$ cat config.mk
export PLATFORM = sky130hd
export DESIGN_NAME = divider_control_datapath_flat
export DESIGN_NICKNAME = d
export VERILOG_FILES = /design/src/rtl/divider_control_datapath_if.sv /design/src/rtl/divider_control_datapath.sv /design/src/flat_wrapper.sv
export SDC_FILE = /design/constraint.sdc
export NUM_CORES = 1
export LEC_CHECK = 0
export ABC_AREA = 1
export BUFFER_PORTS_ARGS = -buffer_cell sky130_fd_sc_hd__clkbuf_2
export CELL_PAD_IN_SITES_DETAIL_PLACEMENT = 0
export CELL_PAD_IN_SITES_GLOBAL_PLACEMENT = 1
export CORE_UTILIZATION = 40
export DETAILED_ROUTE_END_ITERATION = 10
export HOLD_SLACK_MARGIN = 0.08
export PLACE_DENSITY_LB_ADDON = 0.1
export SKIP_CTS_REPAIR_TIMING = 1
export SYNTH_ARGS = -nofsm -noshare
export SYNTH_HDL_FRONTEND = slang
export SYNTH_SLANG_ARGS = --single-unit
$ cat constraint.sdc
create_clock -name Clk -period 1.8 [get_ports Clk]
set_input_delay 0.27 -clock Clk [delete_from_list [all_inputs] [get_ports Clk]]
set_output_delay 0.27 -clock Clk [all_outputs]
set_load 0.005 [all_outputs]
$ cat src/rtl/divider_control_datapath_if.sv
// Switch/key front-end bundle for the sequential divider.
// master: switch/key side (drives Din, ClearA_LoadB, Run; observes results).
// slave : divider side (samples operands/keys; drives Quotient, Remainder,
//         Divisor, Busy, Done, DivZero).
interface divider_control_datapath_if #(
  parameter int unsigned WIDTH = 8
);
  logic [WIDTH-1:0] Din;
  logic             ClearA_LoadB;  // active-low
  logic             Run;           // active-low
  logic [WIDTH-1:0] Quotient;
  logic [WIDTH-1:0] Remainder;
  logic [WIDTH-1:0] Divisor;
  logic             Busy;
  logic             Done;
  logic             DivZero;

  modport master (
    output Din, ClearA_LoadB, Run,
    input  Quotient, Remainder, Divisor, Busy, Done, DivZero
  );

  modport slave (
    input  Din, ClearA_LoadB, Run,
    output Quotient, Remainder, Divisor, Busy, Done, DivZero
  );
endinterface

$ cat src/rtl/divider_control_datapath.sv
// Sequential unsigned restoring divider (one shift and one subtract state per bit).
// Ports:
//   Clk     - system clock, rising edge
//   Reset_n - asynchronous active-low reset
//   bus     - slave side of divider_control_datapath_if:
//             Din, ClearA_LoadB (active-low load divisor), Run (active-low start)
//             in; Quotient, Remainder, Divisor, Busy, Done, DivZero out.
// All outputs come straight from flops; nothing combinational from inputs.
module divider_control_datapath #(
  parameter int unsigned WIDTH = 8
) (
  input  logic                        Clk,
  input  logic                        Reset_n,
  divider_control_datapath_if.slave   bus
);

  localparam int unsigned CNT_W = (WIDTH > 1) ? $clog2(WIDTH) : 1;
  localparam int unsigned RW    = WIDTH + 1;  // partial remainder width
  localparam int unsigned TW    = WIDTH + 2;  // trial subtraction width

  typedef enum logic [2:0] {
    S_IDLE,
    S_LOAD,
    S_START,
    S_SHIFT,
    S_SUB,
    S_DONE
  } state_t;

  state_t              state_q;
  logic [WIDTH-1:0]    q_q;
  logic [RW-1:0]       r_q;
  logic [WIDTH-1:0]    d_q;
  logic [CNT_W-1:0]    cnt_q;
  logic                divzero_q;
  logic                busy_q;
  logic                done_q;

  // Trial subtract; the MSB is the borrow.
  logic [TW-1:0]       trial_c;
  logic                borrow_c;

  assign trial_c  = TW'({1'b0, r_q}) - TW'({2'b00, d_q});
  assign borrow_c = trial_c[TW-1];

  // Control and datapath in one block; Busy/Done are registered alongside state.
  always_ff @(posedge Clk or negedge Reset_n) begin
    if (!Reset_n) begin
      state_q   <= S_IDLE;
      q_q       <= '0;
      r_q       <= '0;
      d_q       <= '0;
      cnt_q     <= '0;
      divzero_q <= 1'b0;
      busy_q    <= 1'b0;
      done_q    <= 1'b0;
    end else begin
      case (state_q)
        S_IDLE: begin
          // Load key wins over Run when both are pressed.
          if (!bus.ClearA_LoadB) begin
            state_q <= S_LOAD;
          end else if (!bus.Run) begin
            state_q <= S_START;
            busy_q  <= 1'b1;
          end
        end
        S_LOAD: begin
          d_q     <= bus.Din;
          r_q     <= '0;
          state_q <= S_IDLE;
        end
        S_START: begin
          q_q       <= bus.Din;
          r_q       <= '0;
          cnt_q     <= '0;
          divzero_q <= (d_q == '0);
          state_q   <= S_SHIFT;
        end
        S_SHIFT: begin
          {r_q, q_q} <= {r_q[WIDTH-1:0], q_q, 1'b0};
          state_q    <= S_SUB;
        end
        S_SUB: begin
          if (!borrow_c) begin
            r_q    <= trial_c[RW-1:0];
            q_q[0] <= 1'b1;
          end
          if (cnt_q == CNT_W'(WIDTH - 1)) begin
            state_q <= S_DONE;
            busy_q  <= 1'b0;
            done_q  <= 1'b1;
          end else begin
            cnt_q   <= cnt_q + CNT_W'(1);
            state_q <= S_SHIFT;
          end
        end
        S_DONE: begin
          // Wait for key release so a held Run never restarts.
          if (bus.Run) begin
            state_q <= S_IDLE;
            done_q  <= 1'b0;
          end
        end
        default: begin
          state_q <= S_IDLE;
          busy_q  <= 1'b0;
          done_q  <= 1'b0;
        end
      endcase
    end
  end

  assign bus.Quotient  = q_q;
  assign bus.Remainder = r_q[WIDTH-1:0];
  assign bus.Divisor   = d_q;
  assign bus.Busy      = busy_q;
  assign bus.Done      = done_q;
  assign bus.DivZero   = divzero_q;

endmodule
$ cat src/flat_wrapper.sv
// flat-port wrapper written by rule: the top's interface ports become plain ports
module divider_control_datapath_flat 
#(
  parameter int unsigned WIDTH = 8
)
  (Clk, Reset_n, bus_Din, bus_ClearA_LoadB, bus_Run, bus_Quotient, bus_Remainder, bus_Divisor, bus_Busy, bus_Done, bus_DivZero);
  divider_control_datapath_if #(.WIDTH(WIDTH)) bus_i ();
  input  logic Clk;
  input  logic Reset_n;
  input wire logic [$bits(bus_i.Din)-1:0] bus_Din;
  input wire logic [$bits(bus_i.ClearA_LoadB)-1:0] bus_ClearA_LoadB;
  input wire logic [$bits(bus_i.Run)-1:0] bus_Run;
  output wire logic [$bits(bus_i.Quotient)-1:0] bus_Quotient;
  output wire logic [$bits(bus_i.Remainder)-1:0] bus_Remainder;
  output wire logic [$bits(bus_i.Divisor)-1:0] bus_Divisor;
  output wire logic [$bits(bus_i.Busy)-1:0] bus_Busy;
  output wire logic [$bits(bus_i.Done)-1:0] bus_Done;
  output wire logic [$bits(bus_i.DivZero)-1:0] bus_DivZero;
  assign bus_i.Din = bus_Din;
  assign bus_i.ClearA_LoadB = bus_ClearA_LoadB;
  assign bus_i.Run = bus_Run;
  assign bus_Quotient = bus_i.Quotient;
  assign bus_Remainder = bus_i.Remainder;
  assign bus_Divisor = bus_i.Divisor;
  assign bus_Busy = bus_i.Busy;
  assign bus_Done = bus_i.Done;
  assign bus_DivZero = bus_i.DivZero;
  divider_control_datapath #(.WIDTH(WIDTH)) u_core (.Clk(Clk), .Reset_n(Reset_n), .bus(bus_i));
endmodule
==> results of run 1 <==
-- flip-flops by register name, indices dropped and copies added (netlist names) --
signal               flops
u_core.bus.DivZero       1
u_core.bus.Quotient      8
u_core.bus.Busy          1
u_core.state_q           3
u_core.r_q               9
u_core.bus.Divisor       8
u_core.cnt_q             3
u_core.bus.Done          1
-- worst max-delay path, cell delays in order, from the launching register on --
cell	delay, ns
dfrtp_1	0.36
inv_1	0.08
ha_1	0.36
nand2_1	0.13
a21oi_2	0.08
nor3_4	0.20
nand2_2	0.16
nand2_4	0.13
o21ai_0	0.08
-- cell families (layout without fill, tap and decap cells) --
kind of cell / Yosys count / in the layout
buffers and inverters: 53 / 110
AO/OA/AOI/OAI: 38 / 38
flip-flops: 34 / 34
adder cells (fa/ha/maj): 11 / 11
AND/OR/NAND/NOR: 138 / 139
-- power groups by stage --
stage          clock network (W)  logic [W]  registers [W]
3_3_place_gp                   0    0.00283        0.00132
6_report                0.000583    0.00297        0.00133
3_5_place_dp                   0    0.00280        0.00133
5_1_grt                 0.000644    0.00335        0.00137
4_1_cts                 0.000600    0.00283        0.00132
2_1_floorplan                  0    0.00174        0.00133
-- metrics by stage --
stage | instances | setup WS [ns] | hold WS [ns] | utilization, %
2_1_floorplan | 274 | 0.156 | -0.0256 | -
3_3_place_gp | 388 | 0.0561 | 0.338 | 50.1
3_5_place_dp | 388 | 0.0313 | 0.338 | 50.1
4_1_cts | 396 | 0.00741 | 0.0348 | 52.0
5_1_grt | 399 | -0.00715 | 0.200 | 53.5
6_report | 399 | 0.100 | 0.197 | 53.5
-- worst min path at each step --
| stage | to | from | depth (start not counted) |
|---|---|---|---|
| 6_report | u_core.state_q[1] | bus_Run | 2 |
| 5_1_grt | u_core.state_q[1] | bus_Run | 2 |
| 4_1_cts | u_core.r_q[6] | Reset_n | 2 |
| 3_5_place_dp | u_core.r_q[6] | Reset_n | 2 |
| 3_3_place_gp | u_core.r_q[6] | Reset_n | 2 |
| 2_1_floorplan | u_core.bus.Busy | Reset_n | 0 |
-- synthesized netlist by cell type, drive strengths merged --
cell type	n	area, um^2
a21boi	1	18.8
o2111ai	1	8.76
fa	1	20.0
o221ai	1	8.76
nor2	14	55.1
a22oi	1	7.51
nor3	5	36.3
buf	10	70.1
nand4	3	18.8
o211ai	4	30.0
a22o	2	17.5
nand3	15	92.6
o31ai	1	7.51
a21oi	11	55.1
o21ai	14	70.1
ha	10	125
nand2	99	384
a32oi	1	8.76
clkbuf	1	3.75
dfrtp	34	851
or2	2	12.5
a211oi	1	7.51
inv	42	158
-- area by class of cell --
| class | count | area (um^2) |
|---|---|---|
| well taps | 67 | 83.8 |
| fillers | 494 | 2250 |
| clock buffers | 7 | 86.3 |
| multi-input cells | 188 | 1040 |
| clock inverters | 1 | 5.00 |
| flip-flops and latches | 34 | 851 |
| inverters | 42 | 158 |
| repair buffers | 60 | 370 |
-- per-layer routing --
| layer | GRT usage, % | vias to the layer above |
|---|---|---|
| met5 | 0 | - |
| met4 | 6.41 | 0 |
| met3 | 4.53 | 2 |
| met2 | 33.6 | 36 |
| met1 | 27.4 | 892 |
| li1 | - | 987 |
==> impl_metrics.py, run 1 <==
metrics = {
    "timing": {
        "tightest_slew_ns": 0.454,
        "grt_setup_unrepaired": "true",
        "slew_viol_final": 0,
        "clock.fmax_mhz": 588,
        "period_minus_slack_ns": 1.70,
        "finalSetupTns_ns": 0,
        "hold_viol_final": 0,
        "timing.final.crit_share_pct": 94.4,
        "clock_skew_ns": 0.00395,
        "setup_viol": 0,
        "maxSlewHeadroom_pct": 69.7,
    },
    "global_routing": {
        "grt_max_degree": 35,
        "grt-ovfl-total": 0,
        "grt_pass1_wl_mm": 8.34,
        "antenna_found_initial": 0,
        "grt_use_total_pct": 20.7,
        "grt_pass1_vias": 1853,
    },
    "clock_tree": {
        "h-tree-depth": 2,
        "insertion_delay_ns": 0.28,
        "cts_max_path_buffers": 2,
        "clk_pin_slew_ns": 0.07,
        "root_buffer": "clkbuf_8",
        "cts_tree": "yes",
        "numClockSinks": 34,
        "numCtsBuffers": 5,
    },
    "status": {
        "status": "finished, final reports clean",
    },
    "power_and_ir_drop": {
        "clkPwrFrac_pct": 11.9,
        "p_sw_w": 0.00219,
        "p_int_w": 0.00268,
        "leakagePower_nw": 1.45,
        "switching_share_pct": 45.0,
        "comb_power_share_pct": 60.9,
        "p_seq_share_pct": 27.2,
        "power_density_mw_per_mm2": 1880,
        "peakVddDrop_v": 0.000801,
        "power_w": 0.00488,
    },
    "worst_hold_path": {
        "hold_class": "in2reg",
    },
    "synthesis": {
        "syn-num-nets": 297,
        "yosys-mux-area-fraction_pct": 0,
        "synth_compound_area_share_pct": 11.6,
        "synth_top_family_by_area": "simple AND/OR/NAND/NOR gates",
        "netlist_area_mm2": 0.00207,
        "ys_ff_latch": 34,
        "yosys.cell_types.count": 31,
        "synthCells": 274,
        "yosys.area_share.xor_xnor_pct": 0,
        "synth-simple-area-share_pct": 29.0,
        "syn_area_per_cell_um2": 7.54,
        "ys_seq_area_share_pct": 41.2,
        "synth_fa_ha_area_share_pct": 7.02,
        "synth_warnings": 0,
    },
    "final_layout": {
        "drive_gt1_share_pct": 27.1,
        "num_antenna_cells": 0,
        "layout_commonest_cell": "nand2_1",
        "syn2layout_area_growth_pct": 25.5,
        "final_nets": 354,
        "final_cell_mix": "nand2_1 (93), clkbuf_2 (38), inv_1 (37), dfrtp_1 (34), buf_4 (20)",
        "fin_area_mm2": 0.00259,
    },
    "detailed_routing": {
        "drt_pass1_iterations": 4,
        "wl_mm": 5.00,
        "dr_total_vias": 1917,
        "top_layer_used": "met4",
        "drt-met1-wl_mm": 2.43,
        "wl_per_cell_um": 12.5,
        "drtAntennaViolNets": 0,
        "vias_per_cell": 4.80,
        "drt_iter0_markers": 78,
        "dr_wl_met3_um": 179,
        "drcViolationCount": 0,
        "met2_wirelength_mm": 2.36,
    },
    "setup_path": {
        "r2r-start": "u_core.bus.Divisor[6]",
        "worstSetupPathType": "reg2reg",
        "reg2reg_slack_ns": 0.10,
        "crit_end": "u_core.r_q[2]",
        "r2r_cells": 8,
        "timing.critical_path.to_type": "flop",
        "cp-start-kind": "flop",
        "critical_path_arrival_ns": 1.86,
        "crit_start": "u_core.bus.Divisor[6]",
        "crit_required_ns": 1.96,
        "crit_fanout": 5,
        "worstReg2RegEnd": "u_core.r_q[2]",
    },
    "die": {
        "core_area_mm2": 0.00485,
        "start_util_pct": 42.6,
        "pin_count": 39,
        "die_y_um": 73.9,
        "fp.dieW_um": 73.9,
        "rows": 25,
        "dieArea_mm2": 0.00546,
    },
    "placed_design": {
        "placed_cell_area_mm2": 0.00243,
        "place_congestion": 0.848,
        "place.port_buffers": 38,
        "dp_hpwl_mm": 3.80,
    },
    "run": {
        "maxCapViolations": 0,
    },
}
Note: power is estimated with default switching activity, not from simulation.
==> inputs of run 2 (changes only) <==
--- a/config.mk
+++ b/config.mk
@@ -12,7 +12,7 @@
 export CORE_UTILIZATION = 40
 export DETAILED_ROUTE_END_ITERATION = 10
 export HOLD_SLACK_MARGIN = 0.08
-export PLACE_DENSITY_LB_ADDON = 0.1
+export PLACE_DENSITY = 0.88
 export SKIP_CTS_REPAIR_TIMING = 1
 export SYNTH_ARGS = -nofsm -noshare
 export SYNTH_HDL_FRONTEND = slang
==> run 2 against run 1 <==
Against the previous run: clock skew rose by 0.00063 ns; combinational power is 3% lower; flip-flop and latch count unchanged; cell count is 0.25% lower; final area fell by 0.14%; fmax down 1.9%; power rose by 0.68%; critical path type unchanged; largest cell class unchanged; largest power group unchanged.
==> impl_metrics.py, run 2 (synthesized netlist as in run 1, its figures left out) <==
metrics = {
    "clock_tree": {
        "cts_max_path_buffers": 2,
        "clk_pin_slew_ns": 0.07,
        "cts_tree": "yes",
        "h-tree-depth": 2,
        "root_buffer": "clkbuf_8",
        "numClockSinks": 34,
        "numCtsBuffers": 5,
        "insertion_delay_ns": 0.28,
    },
    "setup_path": {
        "worstReg2RegEnd": "u_core.r_q[2]",
        "max_stage_delay_ns": 0.41,
        "r2r-start": "u_core.r_q[0]",
        "crit_required_ns": 1.96,
        "cp_slowest_cell": "fa_2",
        "crit_top_cell": "inv_2",
        "path_cells": "inv_2, ha_1, inv_2, fa_2, or2_2, a32oi_1, o21ai_0",
        "r2r_cells": 7,
        "timing.critical_path.to_type": "flop",
        "critical_path_arrival_ns": 1.90,
        "crit_start": "u_core.r_q[0]",
        "reg2reg_slack_ns": 0.07,
        "worstSetupPathType": "reg2reg",
        "crit_fanout": 3,
        "cp-start-kind": "flop",
    },
    "timing": {
        "grt_setup_unrepaired": "true",
        "finalSetupTns_ns": 0,
        "slew_viol_final": 0,
        "hold_viol_final": 0,
        "period_minus_slack_ns": 1.73,
        "setup_viol": 0,
        "tightest_slew_ns": 0.453,
        "clock_skew_ns": 0.00458,
        "clock.fmax_mhz": 577,
        "timing.final.crit_share_pct": 96.3,
        "maxSlewHeadroom_pct": 69.8,
        "hold_slack_ns": 0.197,
    },
    "final_layout": {
        "drive_gt1_share_pct": 27.2,
        "final_cell_mix": "nand2_1 (92), clkbuf_2 (38), inv_1 (37), dfrtp_1 (34), buf_4 (20)",
        "final_nets": 353,
        "final_util_pct": 53.4,
        "fin_area_mm2": 0.00259,
        "num_antenna_cells": 0,
        "layout_commonest_cell": "nand2_1",
        "largest_register_ffs": 9,
        "syn2layout_area_growth_pct": 25.3,
        "top_register": "u_core.r_q",
        "fill_cells": 471,
    },
    "status": {
        "status": "finished, final reports clean",
    },
    "die": {
        "start_util_pct": 42.6,
        "pin_count": 39,
        "dieArea_mm2": 0.00546,
        "fp.dieW_um": 73.9,
        "rows": 25,
        "die_y_um": 73.9,
        "core_area_mm2": 0.00485,
    },
    "power_and_ir_drop": {
        "peakVddDrop_v": 0.000908,
        "leakagePower_nw": 1.44,
        "power_density_mw_per_mm2": 1900,
    },
    "global_routing": {
        "grt_use_total_pct": 20.2,
        "grt_max_degree": 35,
        "grt_pass1_wl_mm": 8.23,
        "grt_pass1_vias": 1781,
        "antenna_found_initial": 0,
        "grt-ovfl-total": 0,
    },
    "detailed_routing": {
        "drt_iter0_markers": 107,
        "wl_mm": 5.03,
        "drtAntennaViolNets": 0,
        "drt_pass1_iterations": 4,
        "drcViolationCount": 0,
        "vias_per_cell": 4.79,
        "wl_per_cell_um": 12.6,
        "dr_total_vias": 1905,
    },
    "run": {
        "maxCapViolations": 0,
    },
    "worst_hold_path": {
        "hp-start": "bus_Run",
        "hold_depth": 2,
        "hold_class": "in2reg",
        "min_to": "u_core.state_q[1]",
    },
    "placed_design": {
        "place.port_buffers": 38,
        "placed_cell_area_mm2": 0.00240,
        "dp_hpwl_mm": 3.70,
        "place_congestion": 0.808,
    },
}
## run 2: stage by stage
stage	total power, W	worst slack (ns)	std cells
after floorplan	0.00307	0.156	274
after global placement	0.00399	0.0349	386
after detailed placement	0.00402	0.0284	386
after CTS	0.00475	-0.0105	394
after global routing	0.00538	-0.0408	398
final	0.00491	0.0671	398
## run 2: worst max-delay path by stage
stage	end	depth (start not counted)
2_1_floorplan	u_core.r_q[2]	7
3_3_place_gp	u_core.r_q[8]	12
3_5_place_dp	u_core.r_q[8]	12
4_1_cts	u_core.r_q[8]	12
5_1_grt	u_core.r_q[8]	13
6_report	u_core.r_q[2]	7
## run 2: final cells by class
class / count / area, um^2 / area share, %
clock buffer: 6 / 72.6 / 2.80
clock inverter: 2 / 37.5 / 1.45
tap: 67 / 83.8 / 3.24
sequential: 34 / 851 / 32.9
timing repair buffer: 59 / 350 / 13.5
multi-input combinational: 188 / 1040 / 40.0
inverter: 42 / 158 / 6.09
## run 2: per-layer routing
metal / up-vias / track usage, % / wire [um]
li1: 981 / - / -
met1: 875 / 27.5 / 2380
met2: 45 / 31.6 / 2390
met3: 4 / 4.53 / 215
met4: 0 / 7.05 / 47
met5: - / 0 / 0
## run 2: worst max-delay path: cells and delay by family, from the launching register on
kind,cells,cell delay [ns]
buffers and inverters,2,0.11
AND/OR/NAND/NOR,1,0.29
AO/OA/AOI/OAI,2,0.28
flip-flops,1,0.39
adder cells (fa/ha/maj),2,0.55
## run 2: power breakdown
group          total [W]  switching (W)  leakage [nW]  internal [W]
Clock           0.000702       0.000289        0.0514      0.000413
Sequential       0.00133       0.000250         0.437       0.00108
Combinational    0.00288        0.00165         0.949       0.00123
Total            0.00491        0.00219          1.44       0.00272
==> inputs of run 3 (changes only) <==
--- a/config.mk
+++ b/config.mk
@@ -12,6 +12,7 @@
 export CORE_UTILIZATION = 40
 export DETAILED_ROUTE_END_ITERATION = 10
 export HOLD_SLACK_MARGIN = 0.08
+export MAX_ROUTING_LAYER = met4
 export PLACE_DENSITY = 0.88
 export SKIP_CTS_REPAIR_TIMING = 1
 export SYNTH_ARGS = -nofsm -noshare
==> run 3 against run 2 <==
Against the previous run: core utilization up 0.54 points; hold slack better by 0.00055 ns; register-to-register slack about the same; die area unchanged; flip-flop and latch count unchanged; combinational power up 2%; non-clock buffer count up 1; first-iteration DRC count down 12%; fmax up 0.47%; largest power group unchanged; sequential power about the same; routed wire length up 0.70%.
==> impl_metrics.py, run 3 (synthesized netlist as in run 1, its figures left out) <==
metrics = {
    "global_routing": {
        "grt-ovfl-total": 0,
        "grt_use_total_pct": 20.9,
        "grt_pass1_vias": 1779,
        "grt_pass1_wl_mm": 8.25,
        "antenna_found_initial": 0,
        "grt_max_degree": 35,
    },
    "setup_path": {
        "cp-start-kind": "flop",
        "worstSetupPathType": "reg2reg",
        "cp_slowest_cell": "fa_2",
        "critical_path_arrival_ns": 1.89,
        "crit_top_cell": "inv_2",
        "cpLargestDelayFamily": "adder cells",
        "timing.critical_path.to_type": "flop",
        "max_stage_delay_ns": 0.41,
        "path_cells": "inv_2, ha_4, inv_2, fa_2, or2_2, a32oi_1, o21ai_0",
        "crit_fanout": 3,
        "crit_required_ns": 1.97,
        "cp_num_buf_inv": 2,
    },
    "clock_tree": {
        "cts_tree": "yes",
        "cts_max_path_buffers": 2,
        "root_buffer": "clkbuf_8",
        "clk_pin_slew_ns": 0.07,
        "h-tree-depth": 2,
        "numClockSinks": 34,
        "insertion_delay_ns": 0.28,
        "numCtsBuffers": 5,
    },
    "timing": {
        "clock.fmax_mhz": 580,
        "slew_viol_final": 0,
        "maxSlewHeadroom_pct": 69.2,
        "hold_viol_final": 0,
        "setup_viol": 0,
        "timing.final.crit_share_pct": 95.8,
        "clock_skew_ns": 0.00186,
        "tightest_slew_ns": 0.463,
        "finalSetupTns_ns": 0,
        "period_minus_slack_ns": 1.72,
        "setup_slack_ns": 0.0752,
        "hold_slack_ns": 0.197,
    },
    "die": {
        "fp.dieW_um": 73.9,
        "die_y_um": 73.9,
        "start_util_pct": 42.6,
        "pin_count": 39,
        "core_area_mm2": 0.00485,
        "dieArea_mm2": 0.00546,
        "rows": 25,
    },
    "detailed_routing": {
        "drt_pass1_iterations": 4,
        "wl_per_cell_um": 12.7,
        "vias_per_cell": 4.80,
        "wl_mm": 5.07,
        "drcViolationCount": 0,
        "dr_total_vias": 1915,
        "drtAntennaViolNets": 0,
        "drt_iter0_markers": 94,
    },
    "worst_hold_path": {
        "hold_class": "in2reg",
    },
    "power_and_ir_drop": {
        "power_density_mw_per_mm2": 1900,
        "peakVddDrop_v": 0.000910,
        "leakagePower_nw": 1.44,
        "power_w": 0.00498,
    },
    "status": {
        "status": "finished, final reports clean",
    },
    "final_layout": {
        "largest_register_ffs": 9,
        "drive_gt1_share_pct": 28.3,
        "num_antenna_cells": 0,
        "fill_cells": 471,
        "final_cell_mix": "nand2_1 (91), clkbuf_2 (38), inv_1 (37), dfrtp_1 (34), buf_4 (21)",
        "top_register": "u_core.r_q",
        "syn2layout_area_growth_pct": 26.6,
        "layout_commonest_cell": "nand2_1",
        "final_nets": 354,
    },
    "placed_design": {
        "dp_hpwl_mm": 3.70,
        "place.port_buffers": 38,
        "place_congestion": 0.820,
        "dp_slack_ns": 0.0284,
    },
    "run": {
        "maxCapViolations": 0,
    },
}
[run 3: through the flow]
stage	util, %	area (um^2)	instances
after global placement	49.5	2400	386
after floorplan	-	2070	274
after detailed placement	49.5	2400	386
after global routing	54.0	2620	399
final	54.0	2620	399
after CTS	51.8	2510	394
[run 3: final cells by class]
type	instances	area [um^2]	area share, %
inverters	42	158	6.03
clock buffers	6	72.6	2.77
clock inverters	2	37.5	1.43
multi-input cells	188	1060	40.4
repair buffers	60	358	13.7
well taps	67	83.8	3.20
flip-flops and latches	34	851	32.5
[run 3: worst paths after layout]
check	from	slack (ns)	to	depth (start not counted)
hold / removal	bus_Run	0.20	u_core.state_q[1]	2
setup / recovery	u_core.r_q[0]	0.08	u_core.r_q[2]	7
hold reg to reg	u_core.bus.Busy	0.50	u_core.bus.Busy	2
min in group asynchronous	Reset_n	0.56	u_core.r_q[5]	3
setup reg to reg	u_core.r_q[0]	0.08	u_core.r_q[2]	7
max in group asynchronous	Reset_n	0.91	u_core.r_q[2]	3
[run 3: power by group]
part	internal (W)	leakage [nW]	total (W)	switching, W
Sequential	0.00108	0.437	0.00134	0.000254
Combinational	0.00126	0.954	0.00293	0.00167
Clock	0.000413	0.0514	0.000709	0.000295
Total	0.00275	1.44	0.00498	0.00222
[run 3: layer usage]
layer / vias to the layer above / track usage, % / wire [um]
li1: 983 / - / -
met1: 880 / 28.0 / 2480
met2: 45 / 31.4 / 2330
met3: 7 / 4.25 / 190
met4: 0 / 7.05 / 61
met5: - / - / 0
